**src/rtl/seq_alu.sv**
```systemverilog
// Clocked ALU with single-cycle add/sub/logic ops and iterative shift-add multiply
// and restoring divide, behind a start/busy/done handshake with registered results.
module seq_alu #(
    parameter int WIDTH = 16
) (
    input  logic             clk,
    input  logic             rst,
    input  logic             start,
    input  logic [3:0]       con,
    input  logic [WIDTH-1:0] in1,
    input  logic [WIDTH-1:0] in2,
    output logic [WIDTH-1:0] out,
    output logic [WIDTH-1:0] r0,
    output logic             busy,
    output logic             done,
    output logic             div_zero,
    output logic             illegal
);

    localparam int CW = (WIDTH > 1) ? $clog2(WIDTH) : 1;

    localparam logic [3:0] OP_ADD  = 4'h1;
    localparam logic [3:0] OP_SUB  = 4'h2;
    localparam logic [3:0] OP_MUL  = 4'h4;
    localparam logic [3:0] OP_DIV  = 4'h8;
    localparam logic [3:0] OP_AND  = 4'hC;
    localparam logic [3:0] OP_OR   = 4'hE;
    localparam logic [3:0] OP_ADD2 = 4'hF;

    typedef enum logic [1:0] {
        IDLE = 2'd0,
        MUL  = 2'd1,
        DIV  = 2'd2
    } state_t;

    state_t             state;
    logic [CW-1:0]      cnt;
    logic [2*WIDTH-1:0] acc;   // mul: {partial product, multiplier}; div: {remainder, dividend/quotient}
    logic [WIDTH-1:0]   opb;   // multiplicand or divisor

    // one shift-add multiply iteration
    logic [WIDTH:0]     mul_sum;
    logic [2*WIDTH-1:0] mul_next;

    // one restoring divide iteration
    logic [WIDTH:0]     div_shift;
    logic [WIDTH:0]     div_diff;
    logic               div_ok;
    logic [WIDTH-1:0]   rem_next;
    logic [2*WIDTH-1:0] div_next;

    logic [2*WIDTH-1:0] step_next;

    always_comb begin
        mul_sum  = {1'b0, acc[2*WIDTH-1:WIDTH]} + {1'b0, (acc[0] ? opb : {WIDTH{1'b0}})};
        mul_next = {mul_sum, acc[WIDTH-1:1]};

        div_shift = acc[2*WIDTH-1:WIDTH-1];
        div_diff  = div_shift - {1'b0, opb};
        div_ok    = ~div_diff[WIDTH];
        rem_next  = div_ok ? div_diff[WIDTH-1:0] : div_shift[WIDTH-1:0];
        div_next  = {rem_next, acc[WIDTH-2:0], div_ok};

        step_next = (state == MUL) ? mul_next : div_next;
    end

    always_ff @(posedge clk) begin
        if (!rst) begin
            state    <= IDLE;
            cnt      <= '0;
            acc      <= '0;
            opb      <= '0;
            out      <= '0;
            r0       <= '0;
            busy     <= 1'b0;
            done     <= 1'b0;
            div_zero <= 1'b0;
            illegal  <= 1'b0;
        end else begin
            done <= 1'b0;
            case (state)
                IDLE: begin
                    if (start) begin
                        div_zero <= 1'b0;
                        illegal  <= 1'b0;
                        case (con)
                            OP_ADD, OP_ADD2: begin
                                out  <= in1 + in2;
                                done <= 1'b1;
                            end
                            OP_SUB: begin
                                out  <= in1 - in2;
                                done <= 1'b1;
                            end
                            OP_AND: begin
                                out  <= in1 & in2;
                                done <= 1'b1;
                            end
                            OP_OR: begin
                                out  <= in1 | in2;
                                done <= 1'b1;
                            end
                            OP_MUL: begin
                                acc   <= {{WIDTH{1'b0}}, in2};
                                opb   <= in1;
                                cnt   <= CW'(WIDTH - 1);
                                busy  <= 1'b1;
                                state <= MUL;
                            end
                            OP_DIV: begin
                                if (in2 == '0) begin
                                    out      <= '1;
                                    r0       <= in1;
                                    div_zero <= 1'b1;
                                    done     <= 1'b1;
                                end else begin
                                    acc   <= {{WIDTH{1'b0}}, in1};
                                    opb   <= in2;
                                    cnt   <= CW'(WIDTH - 1);
                                    busy  <= 1'b1;
                                    state <= DIV;
                                end
                            end
                            default: begin
                                illegal <= 1'b1;
                                done    <= 1'b1;
                            end
                        endcase
                    end
                end
                MUL, DIV: begin
                    acc <= step_next;
                    cnt <= cnt - 1'b1;
                    // last iteration edge publishes the result directly from the step logic
                    if (cnt == '0) begin
                        out   <= step_next[WIDTH-1:0];
                        r0    <= step_next[2*WIDTH-1:WIDTH];
                        busy  <= 1'b0;
                        done  <= 1'b1;
                        state <= IDLE;
                    end
                end
                default: begin
                    busy  <= 1'b0;
                    state <= IDLE;
                end
            endcase
        end
    end

endmodule

```
**config.mk**
```make
export PLATFORM = sky130hd
export DESIGN_NAME = seq_alu
export DESIGN_NICKNAME = d
export VERILOG_FILES = /design/src/rtl/seq_alu.sv
export SDC_FILE = /design/constraint.sdc
export NUM_CORES = 1
export LEC_CHECK = 0
export ABC_AREA = 1
export ABC_CLOCK_PERIOD_IN_PS = 5700
export CAP_MARGIN = 15
export CORE_UTILIZATION = 60
export DETAILED_ROUTE_END_ITERATION = 10
export PLACE_DENSITY_LB_ADDON = 0.15
export SETUP_SLACK_MARGIN = 0.4
export SKIP_LAST_GASP = 1
export SLEW_MARGIN = 20
export SYNTH_ARGS = -nofsm -noshare
export SYNTH_HDL_FRONTEND = slang
export SYNTH_SLANG_ARGS = --single-unit
```
**constraint.sdc**
```tcl
create_clock -name clk -period 5.7 [get_ports clk]
set_input_delay 1.14 -clock clk [delete_from_list [all_inputs] [get_ports clk]]
set_output_delay 1.14 -clock clk [all_outputs]
set_load 0.01 [all_outputs]
```
==> results.ini, run 1 <==
[clocking]
cts_sinks=90
path_clk_slew_ps=70
cts_buffers=9
clockBufferDepth=2
ctsHoldBuffers=0
cts_root_buf=clkbuf_16
cts_setup_buffers=0
clk-insertion-delay-late_ps=350
cts_resized=0
cts_tree=yes
htree_levels=3

[outcome]
outcome=finished clean

[global_route]
antenna_found_initial=0
grt_pass1_vias=8326
grt_start_max_net_pins=67
grtUsageTotal=0.373
gr-total-overflow=0
grt_first_pass_wirelength_mm=42.5

[hold_path]
hold_class=register to register

[synthesis]
synth.top_cell.area_share=0.211
syn_nets=1546
yosysWarnings=0
synth_cells=1449
ys_types=45
syn_area_sq_um=8530
ys_ff_latch=90
synth_area_leader_cell=dfxtp_1
synth_area_per_cell_sq_um=5.89
yosys-top-cells-area=dfxtp_1 (21%), nand2_1 (17%), inv_1 (9.9%)
ys_seq_area_frac=0.211

[finish]
nNetsFinal=1582
final_cell_mix=nand2_1 (393), inv_1 (224), a21oi_1 (146), nand3_1 (115), nor2_1 (107)
final_layout_size_suffix_gt1_frac=0.0403
layout_commonest_cell=nand2_1
fill_cells=1340
diodes=0
fin_area_sq_um=9500
postLayoutCoreUtil=0.685
synthToLayoutAreaGrowth_pct=11.4

[worst_setup_path]
cp_slowest_stage_delay_ps=610
crit_type=primary input to register
cp-start-kind=primary input
crit_buf_inv=4
cpMostUsedCell=nand2_1
path_cells=clkdlybuf4s50_1 > nor2_1 > nand2_1 > inv_1 > a31oi_1 > xor2_1 > inv_1 > ha_1 > nand2_1 > inv_1 > nand2_1 > nor3_1 > nand2_1 > nand3b_1 > nand3_1 > nand2_1 > nand2_1 > a21oi_1
path_max_fanout=12
cp_data_required_time_ps=5990
slowest_stage=clkdlybuf4s50_1
critPathTopFamily=simple AND/OR/NAND/NOR gates
end_kind=register
arrival_ps=4380

[sta]
worst_pin_slew_ps=1060
hold_viol_final=0
drv_slew=0
setup_viol=0
fin_crit_sh=0.718
finalClockSkew_ps=9.16
max_freq_mhz=245
setup_tns_ps=0
rsz0062_at_grt=false
max_slew_margin=0.288
min_period_ps=4090

[floorplan]
ioPinCount=75
num_rows=43
fp.dieW_um=121
core_sq_um=13900
fp.dieArea_sq_um=14700
initial_core_util=0.614
dieHeight_um=121

[routing]
vias=9594
drtPass1Iterations=6
ant_nets=0
drtIter0Drc=1090
vias_per_cell=5.75
wl_per_cell_um=16.3
drc=0
wl_mm=27.2

[job]
max-cap-violations=0

[pwr]
total_power_uw=2470
ir_drop_v=0.000190
p_leak_uw=0.00491
power_density_nw_per_um2=260

[placement]
gp_congestion=0.942
placed_area_sq_um=9230
portBuffers=74
dp_hpwl_mm=20.8

worst register-to-register path: stages (launching register included):
cell      delay, ps
dfxtp_1         360
inv_1            70
ha_1            290
buf_4           260
clkinv_1         90
buf_4           490
a31oi_1         130
nor2_1          280
inv_1            90
nor2_2          140
nand3b_4        350
a21oi_1         350
a21oi_1         100
cells by family after synthesis:
group	Yosys count	synth area share
XOR/XNOR	22	0.0226
adder cells (fa/ha/maj)	58	0.0877
buffers and inverters	288	0.138
AND/OR/NAND/NOR	685	0.347
flip-flops	90	0.211
AO/OA/AOI/OAI	306	0.193
path summary, 6_finish.rpt:
check             slack, ps                  start  cells past startpoint              endpoint
setup / recovery       1610                 con[0]                     18  out[13]$_SDFFE_PN0P_
hold / removal          470    out[2]$_SDFFE_PN0P_                      2   out[2]$_SDFFE_PN0P_
setup reg to reg       2600  state[0]$_SDFFE_PN0P_                     12   r0[15]$_SDFFE_PN0P_
hold reg to reg         470    out[2]$_SDFFE_PN0P_                      2   out[2]$_SDFFE_PN0P_
layout make-up:
| class | instances | area, sq um | share of cell area |
|---|---|---|---|
| clock buffers | 10 | 229 | 0.0241 |
| multi-input cells | 1071 | 5550 | 0.584 |
| well taps | 180 | 225 | 0.0237 |
| repair buffers | 80 | 781 | 0.0822 |
| inverters | 233 | 875 | 0.0920 |
| clock inverters | 5 | 40.0 | 0.00421 |
| flip-flops and latches | 90 | 1800 | 0.190 |
sequential cells by signal, indices dropped and copies added (netlist names), 2 cells and up:
| signal | cells |
|---|---|
| acc | 32 |
| opb | 16 |
| out | 16 |
| r0 | 16 |
| cnt | 4 |
| state | 2 |
Yosys cell counts, drive strengths merged:
library cell and count:
or2 7, nor2 111, xnor2 4, nor3 17, nor4 2, ha 55, o21ai 107, a31oi 12
nand4 13, fa 3, nand3b 7, a21o 2, xor2 18, dfxtp 90, a311oi 2, a31o 1
o21a 4, nand2 404, a211oi 16, o221ai 1, buf 31, nand3 122, clkinv 3, a21oi 148
o21bai 7, inv 230, a21boi 1, clkbuf 24, o22ai 5, and2 2
routing by layer:
metal,GRT usage,share of wire
met1,0.516,0.44
met3,0.0545,0.088
met4,0.110,0.025
met5,0,0
met2,0.598,0.45
per-stage QoR:
step           hold slack, ps  std cells  setup slack (ps)
2_1_floorplan             444       1449              2450
3_3_place_gp              454       1654              1260
3_5_place_dp              459       1654              1320
4_1_cts                   471       1669              1680
5_1_grt                   492       1669              1290
6_report                  471       1669              1610
power by group:
part / leakage, uW / internal [uW] / switching (uW)
Sequential: 0.000734 / 686 / 50.3
Clock: 0.000121 / 296 / 266
Combinational: 0.00405 / 403 / 770
Total: 0.00491 / 1380 / 1090
(Power assumes the default switching activity.)
==> run 2, diff against run 1 <==
--- a/config.mk
+++ b/config.mk
@@ -6,9 +6,9 @@
 export NUM_CORES = 1
 export LEC_CHECK = 0
 export ABC_AREA = 1
-export ABC_CLOCK_PERIOD_IN_PS = 5700
+export ABC_CLOCK_PERIOD_IN_PS = 3400
 export CAP_MARGIN = 15
-export CORE_UTILIZATION = 60
+export CORE_UTILIZATION = 54
 export DETAILED_ROUTE_END_ITERATION = 10
 export PLACE_DENSITY_LB_ADDON = 0.15
 export SETUP_SLACK_MARGIN = 0.4
==> constraint.sdc (replaced) <==
create_clock -name clk -period 3.4 [get_ports clk]
set_input_delay 0.68 -clock clk [delete_from_list [all_inputs] [get_ports clk]]
set_output_delay 0.68 -clock clk [all_outputs]
set_load 0.01 [all_outputs]
==> run 2 against run 1 <==
Net effect: first-iteration DRC count down 11%; clock power up 99%; critical path depth up 1; cell area up 11%; combinational power up 83%; sequential cell count unchanged; sequential power up 67%; count of clock-buffer cells in the layout unchanged; worst hold slack about the same; global-route usage down 2.8 points; total power up 82%.
==> results.ini, run 2 (synthesis results as in run 1) <==
[outcome]
outcome=finished clean

[worst_setup_path]
cp_slowest_stage_delay_ps=450  ; -160 ps
path_cells=clkdlybuf4s50_1 > inv_1 > nand2_1 > nor2_2 > nand2_1 > o21ai_2 > xor2_1 > inv_1 > ha_4 > nand2_1 > buf_4 > inv_1 > nand3_1 > nor3_2 > nand2_1 > nand2_2 > nor2_1 > o21bai_1 > a21oi_1
rr_startpoint=acc[15]$_SDFFE_PN0P_
ff2ff_setup_slack_ps=620  ; -1980 ps
cp-start-kind=primary input
end_kind=register
cp_data_required_time_ps=3630  ; -2360 ps
timing.rr.end=acc[25]$_SDFFE_PN0P_
setup.worst_path.start=in2[4]
crit_buf_inv=5  ; +1
cpMostUsedCell=nand2_1
crit_type=primary input to register
critPathTopFamily=buffers and inverters
path_max_fanout=4  ; -8
arrival_ps=3090  ; -1290 ps
ff2ff_path_depth=16  ; +4
slowest_stage=clkdlybuf4s50_1

[floorplan]
num_rows=45  ; +4.7%
dieHeight_um=128  ; +5.3%
ioPinCount=75  ; unchanged
core_sq_um=15300  ; +10%
fp.dieArea_sq_um=16300  ; +11%
fp.dieW_um=128  ; +5.3%
initial_core_util=0.557  ; -0.0575

[routing]
drtPass1Iterations=6  ; unchanged
wl_mm=27.9  ; +2.6%
vias=9848  ; +2.6%
ant_nets=0  ; unchanged
drtIter0Drc=967  ; -11%
wl_per_cell_um=15.7  ; -3.5%
drc=0  ; unchanged
vias_per_cell=5.55  ; -3.4%

[finish]
layout_commonest_cell=nand2_1
diodes=0  ; unchanged
largest_register=acc
nNetsFinal=1655  ; +4.6%
synthToLayoutAreaGrowth_pct=23.1
largest_reg_flops=32  ; unchanged
final_layout_size_suffix_gt1_frac=0.120  ; +0.0793
fill_cells=1479  ; +10%
fin_cells=1774  ; +6.3%
final_cell_mix=nand2_1 (387), inv_1 (217), a21oi_1 (138), nand3_1 (109), nor2_1 (101)
fin_area_sq_um=10500  ; +11%

[pwr]
ir_drop_v=0.000355  ; +87%
swShare=0.416  ; -0.0233
p_leak_uw=0.00543  ; +11%
p_clk_frac=0.249  ; +0.022
combPwrFrac=0.478  ; +0.003
switchingPower_uw=1870  ; +72%
internal-power_uw=2620  ; +89%
power_density_nw_per_um2=428  ; +64%
power.share.sequential=0.274  ; -0.024

[global_route]
grt_pass1_vias=8801  ; +5.7%
grt_start_max_net_pins=66  ; -1.5%
grt_first_pass_wirelength_mm=44.4  ; +4.6%
gr-total-overflow=0  ; unchanged
grtUsageTotal=0.345  ; -0.0281
antenna_found_initial=1  ; +1

[sta]
setup_viol=0  ; unchanged
fin_hold_ws_ps=471  ; -0.215 ps
max_slew_margin=0.457  ; +0.168
max_freq_mhz=350
rsz0062_at_grt=true
fin_crit_sh=0.841
finalClockSkew_ps=9.41  ; +0.253 ps
setup_ws_ps=542  ; -1070 ps
min_period_ps=2860
drv_slew=0  ; unchanged
worst_pin_slew_ps=810  ; -251 ps
setup_tns_ps=0  ; unchanged
hold_viol_final=0  ; unchanged

[placement]
placed_cells=1752  ; +5.9%
pre_cts_ws_ps=-240  ; -1560 ps
placed_area_sq_um=9790  ; +6.0%
gp_congestion=1.03  ; +9.8%
portBuffers=74  ; unchanged
dp_hpwl_mm=21.4  ; +2.9%

[clocking]
clockBufferDepth=2  ; unchanged
cts_sinks=90  ; unchanged
path_clk_slew_ps=60  ; about the same
cts_tree=yes
cts_buffers=9  ; unchanged
cts_root_buf=clkbuf_16
clk-insertion-delay-late_ps=350  ; about the same
htree_levels=3  ; unchanged

[hold_path]
hold_start=illegal$_SDFFE_PN0P_
hold_class=register to register
hold_depth=2  ; unchanged
min_to=illegal$_SDFFE_PN0P_

[job]
max-cap-violations=0  ; unchanged

## run 2: cell count changes in the layout (fill, tap and decap cells not counted), moves of 7 or more
cell / previous run / this run
dlymetal6s2s_1: 0 / 11
inv_2: 5 / 12
inv_1: 224 / 217
clkdlybuf4s50_1: 73 / 62
a21oi_1: 146 / 138
ha_1: 55 / 45
buf_4: 6 / 74
ha_4: 0 / 10
a21oi_2: 2 / 10
## run 2: layout make-up
cell class / count / area (sq um) / share of cell area
tap: 211 / 264 / 0.0251
sequential: 90 / 1800 / 0.172
timing repair buffer: 153 / 1380 / 0.131
multi-input combinational: 1071 / 5840 / 0.556
inverter: 233 / 880 / 0.0838
clock inverter: 6 / 97.6 / 0.00929
clock buffer: 10 / 239 / 0.0228
## run 2: power by group through the flow
stage / Combinational, uW / Sequential [uW] / Clock, uW
finish: 2140 / 1230 / 1120
global route: 2410 / 1240 / 1180
CTS: 2060 / 1230 / 1130
detailed placement: 2020 / 1250 / 0
global placement: 2010 / 1250 / 0
floorplan: 1400 / 1240 / 0
## run 2: worst max path at each step
stage	cells after the start	slack (ps)	to
2_1_floorplan	16	610	out[6]$_SDFFE_PN0P_
6_report	19	540	out[14]$_SDFFE_PN0P_
3_5_place_dp	21	-240	out[11]$_SDFFE_PN0P_
4_1_cts	19	400	out[14]$_SDFFE_PN0P_
5_1_grt	19	330	out[14]$_SDFFE_PN0P_
3_3_place_gp	19	-140	out[12]$_SDFFE_PN0P_
## run 2: routing by layer
layer / track usage / vias up / wire length (um)
met4: 0.0962 / 2 / 728
met3: 0.0680 / 59 / 2290
met2: 0.560 / 436 / 12600
li1: - / 4896 / -
met1: 0.465 / 4455 / 12300
met5: 0 / - / 31
## run 2: per-stage QoR
| step | util | total power, uW |
|---|---|---|
| 6_report | 0.686 | 4490 |
| 5_1_grt | 0.686 | 4830 |
| 4_1_cts | 0.670 | 4420 |
| 3_5_place_dp | 0.639 | 3270 |
| 3_3_place_gp | 0.639 | 3260 |
| 2_1_floorplan | - | 2640 |
## run 2: timing repair
item / CTS / global route
hold buffers: 0 / 0
pin swaps: 4 / 17
cloned: 0 / 1
setup endpoints to repair: 12 / 29
gates resized for setup: 27 / 57
setup buffers: 1 / 4
## run 2: worst register-to-register path, delay by kind of cell (launching register included)
kind                     cells  cell delay (ps)
AND/OR/NAND/NOR             11             1370
adder cells (fa/ha/maj)      2              590
flip-flops                   1              340
buffers and inverters        2              270
AO/OA/AOI/OAI                1               80
